[config.mk]
export PLATFORM = sky130hd
export DESIGN_NAME = riscvsys_evmon
export DESIGN_NICKNAME = d
export VERILOG_FILES = /design/src/rtl/riscvsys_pkg.sv /design/src/rtl/riscvsys_evmon.sv
export SDC_FILE = /design/constraint.sdc
export NUM_CORES = 1
export LEC_CHECK = 0
export BUFFER_PORTS_ARGS = -buffer_cell sky130_fd_sc_hd__buf_2
export CORE_ASPECT_RATIO = 1.75
export CORE_MARGIN = 10
export CORE_UTILIZATION = 28
export DETAILED_ROUTE_END_ITERATION = 10
export PLACE_DENSITY = 0.56
export SLEW_MARGIN = 5
export SYNTH_ARGS = -nofsm -noshare
export SYNTH_HDL_FRONTEND = slang
export SYNTH_SLANG_ARGS = --single-unit
export TNS_END_PERCENT = 30
[constraint.sdc]
create_clock -name i_clk -period 0.8 [get_ports i_clk]
set_input_delay 0.16 -clock i_clk [delete_from_list [all_inputs] [get_ports i_clk]]
set_output_delay 0.16 -clock i_clk [all_outputs]
set_load 0.02 [all_outputs]
[src/rtl/riscvsys_pkg.sv]
// Shared types for the riscvsys instruction event monitor.
// Event index order matches the core's decoded-instruction flag list.
package riscvsys_pkg;

   localparam int NUM_EV = 49;

   typedef enum logic [5:0] {
      EV_LUI          = 6'd0,
      EV_AUIPC        = 6'd1,
      EV_JAL          = 6'd2,
      EV_JALR         = 6'd3,
      EV_BEQ          = 6'd4,
      EV_BNE          = 6'd5,
      EV_BLT          = 6'd6,
      EV_BGE          = 6'd7,
      EV_BLTU         = 6'd8,
      EV_BGEU         = 6'd9,
      EV_LB           = 6'd10,
      EV_LH           = 6'd11,
      EV_LW           = 6'd12,
      EV_LBU          = 6'd13,
      EV_LHU          = 6'd14,
      EV_SB           = 6'd15,
      EV_SH           = 6'd16,
      EV_SW           = 6'd17,
      EV_ADDI         = 6'd18,
      EV_SLTI         = 6'd19,
      EV_SLTIU        = 6'd20,
      EV_XORI         = 6'd21,
      EV_ORI          = 6'd22,
      EV_ANDI         = 6'd23,
      EV_SLLI         = 6'd24,
      EV_SRLI         = 6'd25,
      EV_SRAI         = 6'd26,
      EV_ADD          = 6'd27,
      EV_SUB          = 6'd28,
      EV_SLL          = 6'd29,
      EV_SLT          = 6'd30,
      EV_SLTU         = 6'd31,
      EV_XOR          = 6'd32,
      EV_SRL          = 6'd33,
      EV_SRA          = 6'd34,
      EV_OR           = 6'd35,
      EV_AND          = 6'd36,
      EV_RDCYCLE      = 6'd37,
      EV_RDCYCLEH     = 6'd38,
      EV_RDINSTR      = 6'd39,
      EV_RDINSTRH     = 6'd40,
      EV_ECALL_EBREAK = 6'd41,
      EV_GETQ         = 6'd42,
      EV_SETQ         = 6'd43,
      EV_RETIRQ       = 6'd44,
      EV_MASKIRQ      = 6'd45,
      EV_WAITIRQ      = 6'd46,
      EV_TIMER        = 6'd47,
      EV_TRAP         = 6'd48
   } ev_idx_e;

   typedef logic [NUM_EV-1:0] ev_vec_t;

endpackage

[src/rtl/riscvsys_evmon.sv]
// Instruction event monitor: one registered pulse per decoded instruction class on each launch.
// Latency 1 cycle, one pulse per i_dbg_next cycle; no handshake and no backpressure.
module riscvsys_evmon
   import riscvsys_pkg::*;
#(
   parameter int XLEN = 32
) (
   input  logic            i_clk,
   input  logic            i_rst_n,
   input  logic            i_instr_lui,
   input  logic            i_instr_auipc,
   input  logic            i_instr_jal,
   input  logic            i_instr_jalr,
   input  logic            i_instr_beq,
   input  logic            i_instr_bne,
   input  logic            i_instr_blt,
   input  logic            i_instr_bge,
   input  logic            i_instr_bltu,
   input  logic            i_instr_bgeu,
   input  logic            i_instr_lb,
   input  logic            i_instr_lh,
   input  logic            i_instr_lw,
   input  logic            i_instr_lbu,
   input  logic            i_instr_lhu,
   input  logic            i_instr_sb,
   input  logic            i_instr_sh,
   input  logic            i_instr_sw,
   input  logic            i_instr_addi,
   input  logic            i_instr_slti,
   input  logic            i_instr_sltiu,
   input  logic            i_instr_xori,
   input  logic            i_instr_ori,
   input  logic            i_instr_andi,
   input  logic            i_instr_slli,
   input  logic            i_instr_srli,
   input  logic            i_instr_srai,
   input  logic            i_instr_add,
   input  logic            i_instr_sub,
   input  logic            i_instr_sll,
   input  logic            i_instr_slt,
   input  logic            i_instr_sltu,
   input  logic            i_instr_xor,
   input  logic            i_instr_srl,
   input  logic            i_instr_sra,
   input  logic            i_instr_or,
   input  logic            i_instr_and,
   input  logic            i_instr_rdcycle,
   input  logic            i_instr_rdcycleh,
   input  logic            i_instr_rdinstr,
   input  logic            i_instr_rdinstrh,
   input  logic            i_instr_ecall_ebreak,
   input  logic            i_instr_getq,
   input  logic            i_instr_setq,
   input  logic            i_instr_retirq,
   input  logic            i_instr_maskirq,
   input  logic            i_instr_waitirq,
   input  logic            i_instr_timer,
   input  logic            i_instr_trap,
   input  logic [XLEN-1:0] i_pc,
   input  logic [XLEN-1:0] i_next_pc,
   input  logic            i_dbg_next,
   output logic            ev_lui,
   output logic            ev_auipc,
   output logic            ev_jal,
   output logic            ev_jalr,
   output logic            ev_beq,
   output logic            ev_bne,
   output logic            ev_blt,
   output logic            ev_bge,
   output logic            ev_bltu,
   output logic            ev_bgeu,
   output logic            ev_lb,
   output logic            ev_lh,
   output logic            ev_lw,
   output logic            ev_lbu,
   output logic            ev_lhu,
   output logic            ev_sb,
   output logic            ev_sh,
   output logic            ev_sw,
   output logic            ev_addi,
   output logic            ev_slti,
   output logic            ev_sltiu,
   output logic            ev_xori,
   output logic            ev_ori,
   output logic            ev_andi,
   output logic            ev_slli,
   output logic            ev_srli,
   output logic            ev_srai,
   output logic            ev_add,
   output logic            ev_sub,
   output logic            ev_sll,
   output logic            ev_slt,
   output logic            ev_sltu,
   output logic            ev_xor,
   output logic            ev_srl,
   output logic            ev_sra,
   output logic            ev_or,
   output logic            ev_and,
   output logic            ev_rdcycle,
   output logic            ev_rdcycleh,
   output logic            ev_rdinstr,
   output logic            ev_rdinstrh,
   output logic            ev_ecall_ebreak,
   output logic            ev_getq,
   output logic            ev_setq,
   output logic            ev_retirq,
   output logic            ev_maskirq,
   output logic            ev_waitirq,
   output logic            ev_timer,
   output logic            ev_trap,
   output logic            ev_valid,
   output logic [XLEN-1:0] ev_pc,
   output logic [XLEN-1:0] ev_next_pc
);

   ev_vec_t         w_flags;
   ev_vec_t         w_ev_d;
   ev_vec_t         r_ev;
   logic            r_valid;
   logic [XLEN-1:0] r_pc;
   logic [XLEN-1:0] r_next_pc;

   always_comb begin
      w_flags                  = '0;
      w_flags[EV_LUI]          = i_instr_lui;
      w_flags[EV_AUIPC]        = i_instr_auipc;
      w_flags[EV_JAL]          = i_instr_jal;
      w_flags[EV_JALR]         = i_instr_jalr;
      w_flags[EV_BEQ]          = i_instr_beq;
      w_flags[EV_BNE]          = i_instr_bne;
      w_flags[EV_BLT]          = i_instr_blt;
      w_flags[EV_BGE]          = i_instr_bge;
      w_flags[EV_BLTU]         = i_instr_bltu;
      w_flags[EV_BGEU]         = i_instr_bgeu;
      w_flags[EV_LB]           = i_instr_lb;
      w_flags[EV_LH]           = i_instr_lh;
      w_flags[EV_LW]           = i_instr_lw;
      w_flags[EV_LBU]          = i_instr_lbu;
      w_flags[EV_LHU]          = i_instr_lhu;
      w_flags[EV_SB]           = i_instr_sb;
      w_flags[EV_SH]           = i_instr_sh;
      w_flags[EV_SW]           = i_instr_sw;
      w_flags[EV_ADDI]         = i_instr_addi;
      w_flags[EV_SLTI]         = i_instr_slti;
      w_flags[EV_SLTIU]        = i_instr_sltiu;
      w_flags[EV_XORI]         = i_instr_xori;
      w_flags[EV_ORI]          = i_instr_ori;
      w_flags[EV_ANDI]         = i_instr_andi;
      w_flags[EV_SLLI]         = i_instr_slli;
      w_flags[EV_SRLI]         = i_instr_srli;
      w_flags[EV_SRAI]         = i_instr_srai;
      w_flags[EV_ADD]          = i_instr_add;
      w_flags[EV_SUB]          = i_instr_sub;
      w_flags[EV_SLL]          = i_instr_sll;
      w_flags[EV_SLT]          = i_instr_slt;
      w_flags[EV_SLTU]         = i_instr_sltu;
      w_flags[EV_XOR]          = i_instr_xor;
      w_flags[EV_SRL]          = i_instr_srl;
      w_flags[EV_SRA]          = i_instr_sra;
      w_flags[EV_OR]           = i_instr_or;
      w_flags[EV_AND]          = i_instr_and;
      w_flags[EV_RDCYCLE]      = i_instr_rdcycle;
      w_flags[EV_RDCYCLEH]     = i_instr_rdcycleh;
      w_flags[EV_RDINSTR]      = i_instr_rdinstr;
      w_flags[EV_RDINSTRH]     = i_instr_rdinstrh;
      w_flags[EV_ECALL_EBREAK] = i_instr_ecall_ebreak;
      w_flags[EV_GETQ]         = i_instr_getq;
      w_flags[EV_SETQ]         = i_instr_setq;
      w_flags[EV_RETIRQ]       = i_instr_retirq;
      w_flags[EV_MASKIRQ]      = i_instr_maskirq;
      w_flags[EV_WAITIRQ]      = i_instr_waitirq;
      w_flags[EV_TIMER]        = i_instr_timer;
      w_flags[EV_TRAP]         = i_instr_trap;
   end

   // AND-gating keeps undriven/X flags out of the event flops when no launch is happening
   assign w_ev_d = w_flags & {NUM_EV{i_dbg_next}};

   always_ff @(posedge i_clk or negedge i_rst_n) begin
      if (!i_rst_n) begin
         r_ev    <= '0;
         r_valid <= 1'b0;
      end else begin
         r_ev    <= w_ev_d;
         r_valid <= |w_ev_d;
      end
   end

   always_ff @(posedge i_clk or negedge i_rst_n) begin
      if (!i_rst_n) begin
         r_pc      <= '0;
         r_next_pc <= '0;
      end else if (i_dbg_next) begin
         r_pc      <= i_pc;
         r_next_pc <= i_next_pc;
      end
   end

   assign ev_lui          = r_ev[EV_LUI];
   assign ev_auipc        = r_ev[EV_AUIPC];
   assign ev_jal          = r_ev[EV_JAL];
   assign ev_jalr         = r_ev[EV_JALR];
   assign ev_beq          = r_ev[EV_BEQ];
   assign ev_bne          = r_ev[EV_BNE];
   assign ev_blt          = r_ev[EV_BLT];
   assign ev_bge          = r_ev[EV_BGE];
   assign ev_bltu         = r_ev[EV_BLTU];
   assign ev_bgeu         = r_ev[EV_BGEU];
   assign ev_lb           = r_ev[EV_LB];
   assign ev_lh           = r_ev[EV_LH];
   assign ev_lw           = r_ev[EV_LW];
   assign ev_lbu          = r_ev[EV_LBU];
   assign ev_lhu          = r_ev[EV_LHU];
   assign ev_sb           = r_ev[EV_SB];
   assign ev_sh           = r_ev[EV_SH];
   assign ev_sw           = r_ev[EV_SW];
   assign ev_addi         = r_ev[EV_ADDI];
   assign ev_slti         = r_ev[EV_SLTI];
   assign ev_sltiu        = r_ev[EV_SLTIU];
   assign ev_xori         = r_ev[EV_XORI];
   assign ev_ori          = r_ev[EV_ORI];
   assign ev_andi         = r_ev[EV_ANDI];
   assign ev_slli         = r_ev[EV_SLLI];
   assign ev_srli         = r_ev[EV_SRLI];
   assign ev_srai         = r_ev[EV_SRAI];
   assign ev_add          = r_ev[EV_ADD];
   assign ev_sub          = r_ev[EV_SUB];
   assign ev_sll          = r_ev[EV_SLL];
   assign ev_slt          = r_ev[EV_SLT];
   assign ev_sltu         = r_ev[EV_SLTU];
   assign ev_xor          = r_ev[EV_XOR];
   assign ev_srl          = r_ev[EV_SRL];
   assign ev_sra          = r_ev[EV_SRA];
   assign ev_or           = r_ev[EV_OR];
   assign ev_and          = r_ev[EV_AND];
   assign ev_rdcycle      = r_ev[EV_RDCYCLE];
   assign ev_rdcycleh     = r_ev[EV_RDCYCLEH];
   assign ev_rdinstr      = r_ev[EV_RDINSTR];
   assign ev_rdinstrh     = r_ev[EV_RDINSTRH];
   assign ev_ecall_ebreak = r_ev[EV_ECALL_EBREAK];
   assign ev_getq         = r_ev[EV_GETQ];
   assign ev_setq         = r_ev[EV_SETQ];
   assign ev_retirq       = r_ev[EV_RETIRQ];
   assign ev_maskirq      = r_ev[EV_MASKIRQ];
   assign ev_waitirq      = r_ev[EV_WAITIRQ];
   assign ev_timer        = r_ev[EV_TIMER];
   assign ev_trap         = r_ev[EV_TRAP];
   assign ev_valid        = r_valid;
   assign ev_pc           = r_pc;
   assign ev_next_pc      = r_next_pc;

endmodule

==> flow_summary.ini <==
[run_status]
outcome = finished, violations left
failed_checks = setup timing

[setup_path]
required_ps = 640
end_kind = output port
crit_start = ev_next_pc[20]$_DFFE_PN0P_
worst-path-buf-inv = 1
cpMaxStageDelayCell = dfrtp_2
path_class = flip-flop to output port
crit_arrival_ps = 950
cp-start-kind = flip-flop
crit_end = ev_next_pc[20]
crit_family = flip-flops
cp.depth = 1
rr_endpoint = ev_next_pc[27]$_DFFE_PN0P_
reg2reg_depth = 3
crit_fanout = 2
slowest_delay_ps = 420
ff2ff_setup_slack_ps = -190
crit_chain = buf_6
r2r-start = ev_next_pc[27]$_DFFE_PN0P_

[pwr]
vdd_drop_max_uv = 1340
clkPwrFrac_pct = 42.7
p_seq_share_pct = 37.9
swShare_pct = 24.7
leakagePower_nw = 3.91
finalPower_mw = 17.2
p_comb_share_pct = 19.4
powerDensity_nw_per_um2 = 2140
intPower_mw = 13.0
power_switching_mw = 4.26

[grt]
grt_usage_pct = 14.2
grt_pass1_wl_um = 22500
grt_pass1_vias = 4052
grt_max_degree = 42
grt_overflow = 0
antenna_found_initial = 1

[die]
start_util_pct = 28.4
coreArea_sq_um = 14400
die_w_um = 111
rows = 58
ios = 230
die_area_sq_um = 20000
die_y_um = 180

[logic_synthesis]
yosysSeqAreaShare_pct = 69.9
synthCells = 258
synthDominantAreaCellType = dfrtp_1
yosys_warnings = 0
netlist_top_cells_area = dfrtp_1 (70%), mux2_2 (18%), and2_1 (7.4%)
synth-seq-cells = 114
synth_cell_types = 15
yosys.area.top_type_share_pct = 69.9
avgSynthCellArea_sq_um = 15.8
syn-num-nets = 374
syn_area_sq_um = 4080

[clock_network]
clk_pin_slew_ps = 50
clockRootBuffer = clkbuf_16
clk_latency_ps = 390
numCtsBuffers = 17
cts_buffer_depth = 2
clock-sinks = 114
htreeDepth = 4
cts_tree = yes

[timing]
rsz0062_at_grt = yes
fin_crit_ps = 1110
fin_crit_sh_pct = 138
drv_slew = 0
setup_ws_ps = -306
timing.fmax_ghz = 0.904
clock-skew-final_ps = 0
setup_viol = 139
slew_headroom_pct = 83.1
tightest_slew_ps = 252
hold_violations = 0

[cells_and_area]
drive_gt1_share_pct = 60.5
post-route-cell-area_sq_um = 8060
regArea_sq_um = 2880
syn_to_final_growth_pct = 97.5
fill_cells = 1164
num-nets-final = 738
final_util_pct = 56.1
multiInputGateArea_sq_um = 1340

[place]
pre_cts_slack_ps = -573
gp_congestion = 0.793
dp_hpwl_um = 10100
port_buffers = 229
dpl_cell_area_sq_um = 5740

[run]
cap_viol_max_count = 0

[drt]
routed_wl_um = 14700
drt_pass1_iterations = 4
wire_per_inst_um = 18.0
ant_nets = 0
drt-initial-drc-count = 83
vias = 3498
route.detailed.drc = 0
routed_via_density = 4.29

[min_path]
worstHoldPathType = input port to flip-flop
-- how the worst min path moves through the flow --
| stage | from | to | slack, ps | cells after the start |
|---|---|---|---|---|
| detailed placement | i_rst_n | ev_next_pc[14]$_DFFE_PN0P_ | -10 | 1 |
| global route | i_instr_rdinstr | r_ev[39]$_DFF_PN0_ | 4 | 2 |
| finish | i_instr_rdinstr | r_ev[39]$_DFF_PN0_ | 10 | 2 |
| global placement | i_rst_n | ev_next_pc[14]$_DFFE_PN0P_ | -7 | 1 |
| CTS | i_instr_timer | r_ev[47]$_DFF_PN0_ | 1 | 2 |
| floorplan | i_rst_n | ev_next_pc[0]$_DFFE_PN0P_ | -140 | 0 |
-- state kept, by name (all words and copies together), names as in the netlist --
register,count
ev_valid,1
ev_pc,32
r_ev,49
ev_next_pc,32
-- power by group through the flow --
stage          Sequential [mW]  Combinational, mW  Clock [mW]
2_1_floorplan             7.12              0.659           0
3_3_place_gp              6.51               2.37           0
3_5_place_dp              6.53               2.40           0
4_1_cts                   6.50               3.17        7.59
5_1_grt                   6.59               3.55        7.83
6_report                  6.54               3.34        7.35
-- per-layer routing --
layer	part of all wire (%)	vias up	global-route usage, %
li1	-	1614	-
met1	34	1720	14.0
met2	56	152	25.2
met3	8.5	12	6.53
met4	1.5	0	5.58
met5	0	-	0
-- cell families (layout without fill, tap and decap cells) --
family | count (synthesis) | count (layout) | share of synthesized area (%)
flops | 114 | 114 | 69.9
simple gates | 66 | 66 | 10.6
mux | 64 | 64 | 17.7
buf+inv | 13 | 390 | 1.59
compound gates | 1 | 1 | 0.276
other cells | 0 | 1 | 0
-- area by class of cell --
cell class / count / share of cell area [%]
multi-input cells: 131 / 16.6
clock buffers: 23 / 5.93
diodes: 1 / 0.0310
flip-flops and latches: 114 / 35.7
clock inverters: 9 / 1.32
repair buffers: 358 / 37.6
well taps: 180 / 2.79
-- per-stage QoR --
stage	std cells	hold WS (ps)	setup TNS [ps]
3_5_place_dp	667	-9.56	-18320
4_1_cts	810	0.963	-35790
5_1_grt	816	3.93	-38760
6_report	816	11.5	-33000
3_3_place_gp	667	-6.61	-17360
2_1_floorplan	258	-136	-4680
-- synthesized netlist by cell type --
| library cell | number |
|---|---|
| dfrtp_1 | 114 |
| mux2_2 | 64 |
| and2_1 | 48 |
| buf_2 | 7 |
| nor4_1 | 7 |
| clkbuf_1 | 5 |
| nor4_2 | 4 |
| nand4_1 | 2 |
| and2_2 | 1 |
| buf_6 | 1 |
| nand2_1 | 1 |
| nand3_1 | 1 |
| nor2_1 | 1 |
| nor3_1 | 1 |
| o41a_1 | 1 |
-- cell usage in the layout (no fill, tap or decap) --
cell type / count
nand4_1: 2
clkbuf_16: 17
dlygate4sd3_1: 98
buf_2: 138
nor4_2: 8
dfrtp_1: 91
nor2_1: 1
mux2_4: 32
nand3_1: 1
buf_4: 19
clkinv_2: 3
diode_2: 1
bufinv_16: 2
buf_12: 6
dfrtp_2: 23
and2_2: 1
clkinvlp_4: 3
and2_1: 48
nor3_1: 1
nand2_1: 1
clkinv_4: 1
clkbuf_1: 3
mux2_2: 32
clkbuf_8: 3
nor4_4: 2
nor4_1: 1
dlymetal6s4s_1: 3
buf_6: 94
o41a_1: 1
-- what timing repair did --
action | in CTS | in global routing
setup endpoints to repair | 115 | 140
pin swaps | 2 | 0
gates resized for setup | 124 | 67
buffers inserted | 10 | 5
hold buffers | 101 | 0
endpoints found under the hold margin | 214 | 0
Power figures use the tool's default switching activity.
